File: config.mk
export PLATFORM = sky130hd
export DESIGN_NAME = detector_jogada_flat
export DESIGN_NICKNAME = d
export VERILOG_FILES = /design/src/rtl/detector_jogada_if.sv /design/src/rtl/detector_jogada.sv /design/src/flat_wrapper.sv
export SDC_FILE = /design/constraint.sdc
export NUM_CORES = 1
export LEC_CHECK = 0
export CORE_AREA = 2 2 103 55
export DETAILED_ROUTE_END_ITERATION = 6
export DIE_AREA = 0 0 105 57
export PLACE_DENSITY = 0.71
export SLEW_MARGIN = 40
export SYNTH_ARGS = -nofsm -noshare
export SYNTH_HDL_FRONTEND = slang
export SYNTH_SLANG_ARGS = --single-unit
export TNS_END_PERCENT = 20
File: constraint.sdc
create_clock -name clock -period 2 [get_ports clock]
set_clock_uncertainty 0.05 [all_clocks]
set_input_delay 0.2 -clock clock [delete_from_list [all_inputs] [get_ports clock]]
set_output_delay 0.2 -clock clock [all_outputs]
set_load 0.05 [all_outputs]
File: src/rtl/detector_jogada_if.sv
// Bus between the game controller and the move detector: control inputs,
// raw buttons and the accepted-move outputs.
interface detector_jogada_if;
   logic       zera;
   logic       habilita;
   logic [8:0] botoes;
   logic       tem_jogada;
   logic [3:0] jogada;
   logic [2:0] db_estado;

   modport master (
      output zera,
      output habilita,
      output botoes,
      input  tem_jogada,
      input  jogada,
      input  db_estado
   );

   modport slave (
      input  zera,
      input  habilita,
      input  botoes,
      output tem_jogada,
      output jogada,
      output db_estado
   );
endinterface

File: src/rtl/detector_jogada.sv
// Move detector: synchronizes and debounces the nine cell buttons, rejects
// multi-button presses and emits a one-cycle pulse with the accepted index.
module detector_jogada #(
   parameter int DEBOUNCE_CICLOS = 50000,
   parameter int W_CNT           = 16
) (
   input logic               clock,
   input logic               reset,
   detector_jogada_if.slave  bus
);

   typedef enum logic [2:0] {
      OCIOSO        = 3'd0,
      FILTRA        = 3'd1,
      EMITE         = 3'd2,
      ESPERA_SOLTAR = 3'd3
   } estado_t;

   localparam logic [W_CNT-1:0] CNT_MAX  = W_CNT'(DEBOUNCE_CICLOS - 1);
   localparam logic [W_CNT-1:0] CNT_ZERO = {W_CNT{1'b0}};
   localparam logic [W_CNT-1:0] CNT_ONE  = {{(W_CNT-1){1'b0}}, 1'b1};

   // True when exactly one button is pressed.
   function automatic logic is_one_hot(input logic [8:0] v);
      return (v != 9'd0) && ((v & (v - 9'd1)) == 9'd0);
   endfunction

   // Index of the pressed button; only meaningful for a one-hot vector.
   function automatic logic [3:0] encode(input logic [8:0] v);
      logic [3:0] idx;
      idx = 4'd0;
      for (int i = 0; i < 9; i++) begin
         if (v[i]) begin
            idx = 4'(i);
         end else begin
            idx = idx;
         end
      end
      return idx;
   endfunction

   estado_t          state_q, state_d;
   logic [W_CNT-1:0] cnt_q, cnt_d, cnt_inc_s;
   logic [8:0]       sync1_q, bsync_q;
   logic [8:0]       cand_q, cand_d;
   logic [3:0]       idx_q, idx_d;
   logic [3:0]       jogada_q, jogada_d;
   logic             tem_jogada_q;

   assign cnt_inc_s = (cnt_q == CNT_MAX) ? cnt_q : (cnt_q + CNT_ONE);

   // Two-flop synchronizer for the raw asynchronous buttons.
   always_ff @(posedge clock or posedge reset) begin
      if (reset) begin
         sync1_q <= 9'd0;
         bsync_q <= 9'd0;
      end else if (bus.zera) begin
         sync1_q <= 9'd0;
         bsync_q <= 9'd0;
      end else begin
         sync1_q <= bus.botoes;
         bsync_q <= sync1_q;
      end
   end

   // FSM state, debounce counter, candidate and registered outputs.
   always_ff @(posedge clock or posedge reset) begin
      if (reset) begin
         state_q      <= OCIOSO;
         cnt_q        <= CNT_ZERO;
         cand_q       <= 9'd0;
         idx_q        <= 4'd0;
         jogada_q     <= 4'd0;
         tem_jogada_q <= 1'b0;
      end else if (bus.zera) begin
         state_q      <= OCIOSO;
         cnt_q        <= CNT_ZERO;
         cand_q       <= 9'd0;
         idx_q        <= 4'd0;
         jogada_q     <= 4'd0;
         tem_jogada_q <= 1'b0;
      end else begin
         state_q      <= state_d;
         cnt_q        <= cnt_d;
         cand_q       <= cand_d;
         idx_q        <= idx_d;
         jogada_q     <= jogada_d;
         tem_jogada_q <= (state_d == EMITE);
      end
   end

   // Next-state logic; the counter is cleared on every state change.
   always_comb begin
      state_d  = state_q;
      cnt_d    = cnt_q;
      cand_d   = cand_q;
      idx_d    = idx_q;
      jogada_d = jogada_q;
      case (state_q)
         OCIOSO: begin
            cnt_d = CNT_ZERO;
            if (bus.habilita && is_one_hot(bsync_q)) begin
               cand_d  = bsync_q;
               idx_d   = encode(bsync_q);
               state_d = FILTRA;
            end else if (bus.habilita && (bsync_q != 9'd0)) begin
               state_d = ESPERA_SOLTAR;
            end else begin
               state_d = OCIOSO;
            end
         end
         FILTRA: begin
            if ((bsync_q != cand_q) || !bus.habilita) begin
               state_d = OCIOSO;
               cnt_d   = CNT_ZERO;
            end else if (cnt_q == CNT_MAX) begin
               state_d  = EMITE;
               cnt_d    = CNT_ZERO;
               jogada_d = idx_q;
            end else begin
               cnt_d = cnt_inc_s;
            end
         end
         EMITE: begin
            state_d = ESPERA_SOLTAR;
            cnt_d   = CNT_ZERO;
         end
         ESPERA_SOLTAR: begin
            if (bsync_q != 9'd0) begin
               cnt_d = CNT_ZERO;
            end else if (cnt_q == CNT_MAX) begin
               state_d = OCIOSO;
               cnt_d   = CNT_ZERO;
            end else begin
               cnt_d = cnt_inc_s;
            end
         end
         default: begin
            state_d = OCIOSO;
            cnt_d   = CNT_ZERO;
         end
      endcase
   end

   assign bus.tem_jogada = tem_jogada_q;
   assign bus.jogada     = jogada_q;
   assign bus.db_estado  = state_q;

endmodule
File: src/flat_wrapper.sv
// flat-port wrapper written by rule: the top's interface ports become plain ports
module detector_jogada_flat 
#(
   parameter int DEBOUNCE_CICLOS = 50000,
   parameter int W_CNT           = 16
)
  (clock, reset, bus_zera, bus_habilita, bus_botoes, bus_tem_jogada, bus_jogada, bus_db_estado);
  detector_jogada_if bus_i ();
  input logic clock;
  input logic reset;
  input wire logic [$bits(bus_i.zera)-1:0] bus_zera;
  input wire logic [$bits(bus_i.habilita)-1:0] bus_habilita;
  input wire logic [$bits(bus_i.botoes)-1:0] bus_botoes;
  output wire logic [$bits(bus_i.tem_jogada)-1:0] bus_tem_jogada;
  output wire logic [$bits(bus_i.jogada)-1:0] bus_jogada;
  output wire logic [$bits(bus_i.db_estado)-1:0] bus_db_estado;
  assign bus_i.zera = bus_zera;
  assign bus_i.habilita = bus_habilita;
  assign bus_i.botoes = bus_botoes;
  assign bus_tem_jogada = bus_i.tem_jogada;
  assign bus_jogada = bus_i.jogada;
  assign bus_db_estado = bus_i.db_estado;
  detector_jogada #(.DEBOUNCE_CICLOS(DEBOUNCE_CICLOS), .W_CNT(W_CNT)) u_core (.clock(clock), .reset(reset), .bus(bus_i));
endmodule
Yosys cells after proc, flatten, opt, wreduce, memory -nomap -nowiden. Cells that the tools add are included.

Bits in registers: 55. Input bits: 13. Output and inout port bits: 8. Word-level logic and storage cells: 66.

Add/sub/neg operators: 2. Eq/ne operators: 7. Mux-type cells: 34. Bitwise logic cells: 1. Reduce and logical (&&, ||, !) cells: 14.

Operators with widths (number): $mux W16 (4); $mux W9 (5); $mux W4 (8); $pmux W16 S2 (1); $mux W3 (10); $add A16 B1 Y16 const B (1); $eq A16 B16 Y1 const B (1); $pmux W3 S4 (1); $and A9 B9 Y9 (1); $eq A3 B2 Y1 const B (3); $logic_not A9 Y1 (1); $ne A9 B9 Y1 (1); $reduce_bool A9 Y1 (1); $sub A9 B1 Y9 const B (1); $reduce_bool A2 Y1 (4); $mux W2 (3); $eq A3 B1 Y1 const B (1); $logic_and A1 B1 Y1 (3); $logic_not A3 Y1 (1); $reduce_and A3 Y1 (1); $mux W1 (2); $ne A2 B2 Y1 const B (1); $reduce_and A2 Y1 (1); $logic_not A1 Y1 (1); $logic_or A1 B1 Y1 (1).

Longest topological paths before layout.
Word-level depth: 11. Depth in mapped cells: 7. Gate-level depth less buffers: 6.

Worst setup path after synthesis. OpenSTA, ideal clock, no wires.

Kind: flip-flop to flip-flop. Start: register u_core.state_q[1], in the netlist u_core.bus.db_estado[1]. End: register u_core.cnt_q[11]. Library setup time: 0.072 ns. Data arrival time: 2.128 ns. Data required time: 1.878 ns. Setup slack: -0.250 ns. Cell stages (with the launch flop): 7. Cell sequence: dfrtp_1 nor3b_1 nand4_1 or3_1 a211o_1 buf_6 nor2_1.

Longest elaborated chain between the ends: 3.

Ends and longest elaborated chain: start, declared (line detector_jogada.sv:42) `estado_t state_q, state_d;`; start signal, assigned (line detector_jogada.sv:83) `state_q <= state_d;`; $eq A3 B2 Y1 / $eq A3 B1 Y1 (equally long branches) (line detector_jogada.sv:99) `case (state_q)`; $pmux W16 S2 (*) (line detector_jogada.sv:99); $mux W16 (*) (line detector_jogada.sv:75) `end else if (bus.zera) begin`; end signal, assigned (line detector_jogada.sv:84) `cnt_q <= cnt_d;`; end, declared (line detector_jogada.sv:43) `logic [W_CNT-1:0] cnt_q, cnt_d, cnt_inc_s;`.

Mark *: on every way between the ends. The rest lies on a longest branch, timed or not. A chain may end at the register's enable or synchronous reset.

Final worst setup path.
Start: register u_core.bsync_q[3]. End: register u_core.cand_q[0].

Longest elaborated chain between the ends: 7.

Ends and longest elaborated chain: start, declared (line detector_jogada.sv:44) `logic [8:0] sync1_q, bsync_q;`; start signal, assigned (line detector_jogada.sv:62) `bsync_q <= sync1_q;`; $sub A9 B1 Y9 (line detector_jogada.sv:25) `return (v != 9'd0) && ((v & (v - 9'd1)) == 9'd0);`; $and A9 B9 Y9 (line detector_jogada.sv:25); $logic_not A9 Y1 (line detector_jogada.sv:25); $logic_and A1 B1 Y1 (*) (line detector_jogada.sv:25); $logic_and A1 B1 Y1 (*) (line detector_jogada.sv:102) `if (bus.habilita && is_one_hot(bsync_q)) begin`; $reduce_bool A2 Y1 (no line) (*); $reduce_and A2 Y1 (no line) (*); end signal, assigned (line detector_jogada.sv:85) `cand_q <= cand_d;`; end, declared (line detector_jogada.sv:45) `logic [8:0] cand_q, cand_d;`.

Marks and branches as above.

==> impl_metrics.yaml <==
worst_setup_path:
  cp_max_fo: 6
  worst_setup_path_start_kind: "flop"
  cp.required_ps: 2140
  critPathCaptureType: "flop"
  crit_path_max_incr_delay_ps: 630
  r2r-start: "u_core.bsync_q[3]$_DFF_PP0_"
  path_cells: "or4_4 -> buf_6 -> o311a_4 -> o31a_1 -> nand3_1 -> a21oi_1"
  r2r-end: "u_core.cand_q[0]$_DFFE_PP0P_"
  worst-endpoint-arrival_ps: 2290
  cpMaxStageDelayCell: "or4_4"
  worst-r2r-cell-count: 6
  crit_type: "reg2reg"
  reg2reg_slack_ps: -150
timing:
  slew_viol_final: 0
  setup_viol: 34
  finalHoldViolations: 0
  post-route-period-util: 1.07
  finalSetupTns_ps: -2620
  rsz0062_at_grt: "yes"
  setup_ws_ps: -147
  clock.fmax_mhz: 466
  tightestPinTransition_ps: 601
  slew_headroom: 0.598
  min_period_ps: 2150
cts:
  cts_tree: "done"
  cts_hold_buf: 0
  clk_path_buf_depth: 2
  cts_buffers: 5
  clock-sinks: 54
  h-tree-depth: 2
  root_buffer: "clkbuf_8"
  clock_latency_ps: 310
  path_clk_slew_ps: 100
logic_synthesis:
  synthFlopType: "dfrtp_1"
  synth.largest_area_cell: "dfrtp_1"
  ys_types: 49
  synth_nets: 265
  synth_enable_flop_cells: 0
  synth-seq-cells: 54
  synth_top_area_share: 0.527
  synthCells: 251
  synth_warnings: 0
  ys_seq_area_frac: 0.527
  async_flop_share: 1.00
  netlist_top_cells_area: "dfrtp_1, xnor2_1, nor2b_1"
  synth.avg_cell_area_sq_um: 10.2
  syn_area_sq_mm: 0.00256
run_status:
  status: "finished with violations"
  violations: "negative setup slack"
layout:
  stdcell_count: 386
  stdcell_area_sq_mm: 0.00353
  syn_to_final_growth_pct: 37.6
  n_antenna_cell: 0
  final_util: 0.681
  nets: 326
  layout-drive-gt1-share: 0.335
floorplan:
  io_pins: 21
  core_area_sq_mm: 0.00518
  die_x_microns: 105
  std_cell_rows: 19
  die_h_microns: 57
  start_util: 0.495
  dieArea_sq_mm: 0.00599
global_route:
  antenna_found_initial: 0
  grt_pass1_wl_microns: 10200
  grt_max_degree: 55
  grt_overflow: 0
  grt_pass1_vias: 2012
  track_usage: 0.221
pwr:
  powerDensity_mw_per_mm2: 595
  peakVddDrop_v: 0.000386
  p_total_uw: 2100
  cellLeakagePower_uw: 0.00142
placed_design:
  io_buffer_count: 20
  gp_congestion: 0.899
  place_hpwl_microns: 4170
  placed_cells: 371
  place_area_sq_mm: 0.00316
routing:
  wl_per_cell_microns: 16.8
  first_iter_violations: 221
  drt_first_pass_iters: 4
  vias: 2133
  ant_nets: 0
  via_per_inst: 5.53
  post-route-drc-count: 0
  drt_wl_total_microns: 6470
run:
  drv_cap: 0
hold_path:
  hp-class: "in2async"
## cell type report
class                      instances  area (sq um)
fill                             387          1660
clock inverter                     3          18.8
inverter                           7          26.3
multi-input combinational        178          1380
timing repair buffer              66           589
tap                               73          91.3
clock buffer                       5          68.8
sequential                        54          1350
## state kept, by name (all words and copies together), names as in the netlist
name,count
u_core.bsync_q,9
u_core.sync1_q,9
u_core.bus.jogada,4
u_core.cand_q,8
u_core.cnt_q,16
u_core.bus.tem_jogada,1
u_core.idx_q,4
u_core.bus.db_estado,3
## stage by stage
stage	setup WS [ps]	hold WS, ps
floorplan	-78.5	216
global placement	-117	394
detailed placement	-175	400
CTS	-80.2	198
global route	-226	224
finish	-147	180
## routing by layer
| metal | up-vias | global-route usage | routed length (microns) |
|---|---|---|---|
| met5 | - | 0 | 0 |
| met4 | 0 | 0.0419 | 38 |
| met3 | 5 | 0.0526 | 624 |
| met2 | 112 | 0.314 | 2710 |
| met1 | 1009 | 0.349 | 3100 |
| li1 | 1007 | - | - |
## worst max path at each step
stage	from	end	slack, ps
final	u_core.bsync_q[3]$_DFF_PP0_	u_core.cand_q[0]$_DFFE_PP0P_	-150
after global routing	u_core.bsync_q[3]$_DFF_PP0_	u_core.idx_q[3]$_DFFE_PP0P_	-230
after CTS	u_core.bsync_q[0]$_DFF_PP0_	u_core.idx_q[3]$_DFFE_PP0P_	-80
after detailed placement	u_core.bsync_q[0]$_DFF_PP0_	u_core.idx_q[1]$_DFFE_PP0P_	-180
after global placement	u_core.bsync_q[0]$_DFF_PP0_	u_core.cand_q[7]$_DFFE_PP0P_	-120
after floorplan	u_core.bsync_q[2]$_DFF_PP0_	u_core.idx_q[2]$_DFFE_PP0P_	-80
## placed cells by master (no fill, tap or decap), types with 3 or more instances in the layout
cell / instances
xnor2_1: 13
nand3_2: 3
buf_4: 39
nor2_2: 13
buf_6: 5
o211ai_1: 3
nand3_1: 16
clkdlybuf4s50_1: 20
nor3_1: 6
and3_1: 4
a21oi_2: 3
xor2_1: 6
xnor2_2: 4
a21oi_1: 11
dfrtp_1: 52
nor2b_1: 19
o31ai_2: 4
inv_1: 6
nor2_1: 9
clkbuf_8: 5
o21ai_1: 10
nand2_1: 7
nand4_1: 3
## cell usage after synthesis (2+ instances only)
cell type	instances
xnor2_1	17
buf_2	3
nand2_1	7
nor2_1	23
nand3_1	19
nor4_1	4
clkbuf_1	7
xor2_1	6
o211ai_1	3
and3_1	4
buf_6	2
nor4b_1	2
or3_1	2
o21ai_0	13
a2111oi_2	2
nor3_1	8
nor4bb_1	2
nand4_1	3
inv_1	7
o31ai_1	4
a21oi_1	14
dfrtp_1	54
nor2b_1	19
## power by group
group          switching (uW)  leakage (uW)  total, uW  internal, uW
clock                     373     0.0000483        620           248
sequential               14.9      0.000734       1130          1110
combinational             189      0.000633        350           161
total                     577       0.00142       2100          1520
## kinds of logic (layout without fill, tap and decap cells)
logic type,after synthesis,in the layout,share of synthesized area
xor+xnor,23,23,0.0786
simple gates,102,102,0.221
other cells,1,1,0.00146
compound gates,47,49,0.120
buf+inv,21,81,0.0400
flops,54,54,0.527
mux,1,1,0.00390
fa+ha+maj,2,2,0.00878
## timing repair
item                                    in CTS  in global routing
cloned                                       2                  0
gates resized for setup                     21                 31
endpoints found under the setup margin      34                 35
setup buffers                                0                  6
endpoints found under the hold margin        0                  0
pin swaps                                    9                 20
## worst max-delay path, delay by kind of cell, from the launching register on
family	cells	cell delay, ps
compound gates	3	630
simple gates	2	770
buf+inv	1	160
flops	1	400
No activity file was read; power rests on OpenSTA's default activity.
==> edit, RTL diff (same settings) <==
`DEBOUNCE_CICLOS` is set to 50000 in 2 places; all go to 25000.
--- a/src/rtl/detector_jogada.sv
+++ b/src/rtl/detector_jogada.sv
@@ -2,5 +2,5 @@
 // multi-button presses and emits a one-cycle pulse with the accepted index.
 module detector_jogada #(
-   parameter int DEBOUNCE_CICLOS = 50000,
+   parameter int DEBOUNCE_CICLOS = 25000,
    parameter int W_CNT           = 16
 ) (
--- a/src/flat_wrapper.sv
+++ b/src/flat_wrapper.sv
@@ -2,5 +2,5 @@
 module detector_jogada_flat 
 #(
-   parameter int DEBOUNCE_CICLOS = 50000,
+   parameter int DEBOUNCE_CICLOS = 25000,
    parameter int W_CNT           = 16
 )
Formal check against the unedited RTL: no difference found for any inputs over 10 cycles, from zero or initial values and one cycle with reset high; that may be too few to reach the edited logic, so the function may still have changed.
==> edit against the original RTL <==
  * The flow still finishes with violations (negative setup slack)
  * Synthesized area decreased by 1.5%
  * Sequential cell count unchanged
  * Design area decreased by 5.3%
  * Count of clock-buffer cells in the layout unchanged
  * Clock power increased by 20%
  * Total power increased by 1.3%
  * Via count decreased by 11%
  * Worst setup slack improved by 0.0031 ns
  * Maximum frequency increased by 0.14%
  * Sequential share of layout area increased by 2.1 points
  * Routed wire length decreased by 19%
  * Global-route usage decreased by 2.8 points
  * Critical path type unchanged
  * Largest cell class is now registers
==> edit: results (changes against the original RTL) <==
Worst setup path
  • Reg2reg path depth: 6 (unchanged)
  • Crit path max fanout: 3 (-3)
  • Reg-to-Reg Start: u_core.cnt_q[9]
  • Reg2reg end: u_core.bus.jogada[0]
  • Critical Path AT: 2.29 ns (about the same)

Timing
  • Final worst slack: -0.1443 ns (+0.003108 ns)
  • Final setup vio count: 34 (unchanged)
  • Setup TNS: -2.625 ns (-0.007560 ns)
  • Worst-Margin Slew: 0.5028 ns (-0.09790 ns)
  • Hold Slack: 0.1324 ns (-0.04787 ns)

Placed design
  • Placed Cells: 355 (-4.3%)
  • DP HPWL: 3.835 mm (-8.1%)
  • Dpl ws: -0.1685 ns (+0.006980 ns)
  • RD Place Congestion: 0.8852 (-1.6%)

Layout
  • Share of cells above drive strength 1: 26.10% (-7.4 points)
  • Top flop regs: u_core.cnt_q (16), u_core.bsync_q (9), u_core.sync1_q (9)
  • Nets: 308 (-5.5%)
  • Fillcell total: 424 (+9.6%)
  • Non-Filler Instances: 368 (-4.7%)
  • Antenna Cells: 0 (unchanged)

Logic synthesis
  • Top post-synthesis cells by count: 54 x dfrtp_1, 27 x nor2_1, 18 x nor2b_1
  • Top post-synthesis cells by area: dfrtp_1 54%, xnor2_1 4.9%, nor2b_1 4.5%
  • Syn nets: 250 (-5.7%)
  • Cell count after synthesis: 236 (-6.0%)
  • Register area share after synthesis: 53.52% (+0.81 points)
  • Async set-reset flop share out of synthesis: 100.0% (unchanged)
  • Synth unique cells: 46 (-6.1%)

Global routing
  • Met2 Track Usage GR: 25.60% (-5.8 points)
  • Vias in the first global route: 1,794 (-11%)
  • M3 GR Usage: 4.229% (-1.0 points)
  • Largest net degree at the start of global routing: 24 (-56%)
  • Total GRT Usage: 19.33% (-2.8 points)
  • GR Util met1: 31.39% (-3.6 points)
  • First-pass GRT wire length: 9.087 mm (-11%)

Run status
  • Status: finished, violations left
  • Failing checks: negative setup slack

Clocking
  • Clk_lat worst skew: 0.31 ns (about the same)
  • Clk slew on worst S/H paths: 0.10 ns (about the same)

Power and ir drop
  • Max IR drop VDD: 350.9 uV (-9.1%)
  • Leak: 1.406 nW (-0.67%)

Routing
  • DR vias/cell: 5.152 (-6.8%)
  • Initial DRC count: 142 (-36%)
  • Detail-routed net length per standard cell: 14.29 um (-15%)
==> edit: cell types whose count changed after synthesis, sizes merged, moves of 4 or more <==
cell	unedited run	this run
o21ai	13	4
nor2	23	27
a31o	0	8
nor4	4	10
nand3	19	7
inv	7	13
a21oi	14	7
==> edit: critical path, stage by stage (launching register included) <==
cell and delay (ns):
dfrtp_1 0.39, or4_4 0.55, nor4_4 0.29, nor4b_4 0.35, buf_4 0.19, mux2i_1 0.17
nor2_1 0.05
==> edit: through the flow <==
stage / instance area [um^2] / utilization (%)
final: 3341 / 64.46
after CTS: 3261 / 62.92
after global placement: 3103 / 59.87
after floorplan: 2570 / -
after detailed placement: 3103 / 59.87
after global routing: 3341 / 64.46
==> edit: kinds of logic (layout without fill, tap and decap cells) <==
group / after synthesis / in the layout / synth area share, %
and+or+nand+nor: 96 / 96 / 22.70
DFF: 54 / 54 / 53.52
AOI/OAI and AO/OA: 33 / 33 / 9.614
xor gates and xnor gates: 23 / 23 / 7.978
buffers and inverters: 23 / 82 / 3.568
muxes: 4 / 4 / 1.586
adders and majority gates: 2 / 2 / 0.8919
other: 1 / 1 / 0.1485
==> edit: worst max path at each step <==
stage	start	to	slack [ns]	depth (start not counted)
2_1_floorplan	u_core.cnt_q[12]	u_core.bus.tem_jogada	-0.16	5
3_3_place_gp	u_core.cnt_q[12]	u_core.bus.jogada[1]	-0.14	6
3_5_place_dp	u_core.bsync_q[3]	u_core.idx_q[0]	-0.17	5
4_1_cts	u_core.cnt_q[9]	u_core.bus.jogada[2]	-0.14	6
5_1_grt	u_core.bsync_q[3]	u_core.idx_q[0]	-0.29	5
6_report	u_core.cnt_q[9]	u_core.bus.jogada[0]	-0.14	6
==> edit: repair_timing <==
action / 4_1_cts / 5_1_grt
gates resized for setup: 8 / 12
pin swaps: 4 / 6
buffers inserted: 1 / 3
gates cloned: 0 / 1
endpoints found under the setup margin: 34 / 35
==> edit: routing by layer <==
metal,up-vias,part of all wire [%]
li1,932,-
met1,906,54
met2,56,40
met3,2,5.6
met4,0,0.48
met5,-,0
==> edit: layout make-up <==
class                   instances  area, um^2  area share (%)
inverters                      13       48.80           1.461
clock inverters                 3       47.55           1.423
clock buffers                   5       68.82           2.060
well taps                      73       91.34           2.734
multi-input cells             159        1182           35.39
flip-flops and latches         54        1351           40.45
repair buffers                 61       550.5           16.48
==> edit: where the power goes <==
part	switching, mW	internal (mW)	total, mW	leakage, nW
registers	0.0131	1.11	1.13	0.737
logic	0.139	0.118	0.257	0.611
clock network	0.364	0.380	0.744	0.0587
total	0.516	1.61	2.13	1.41
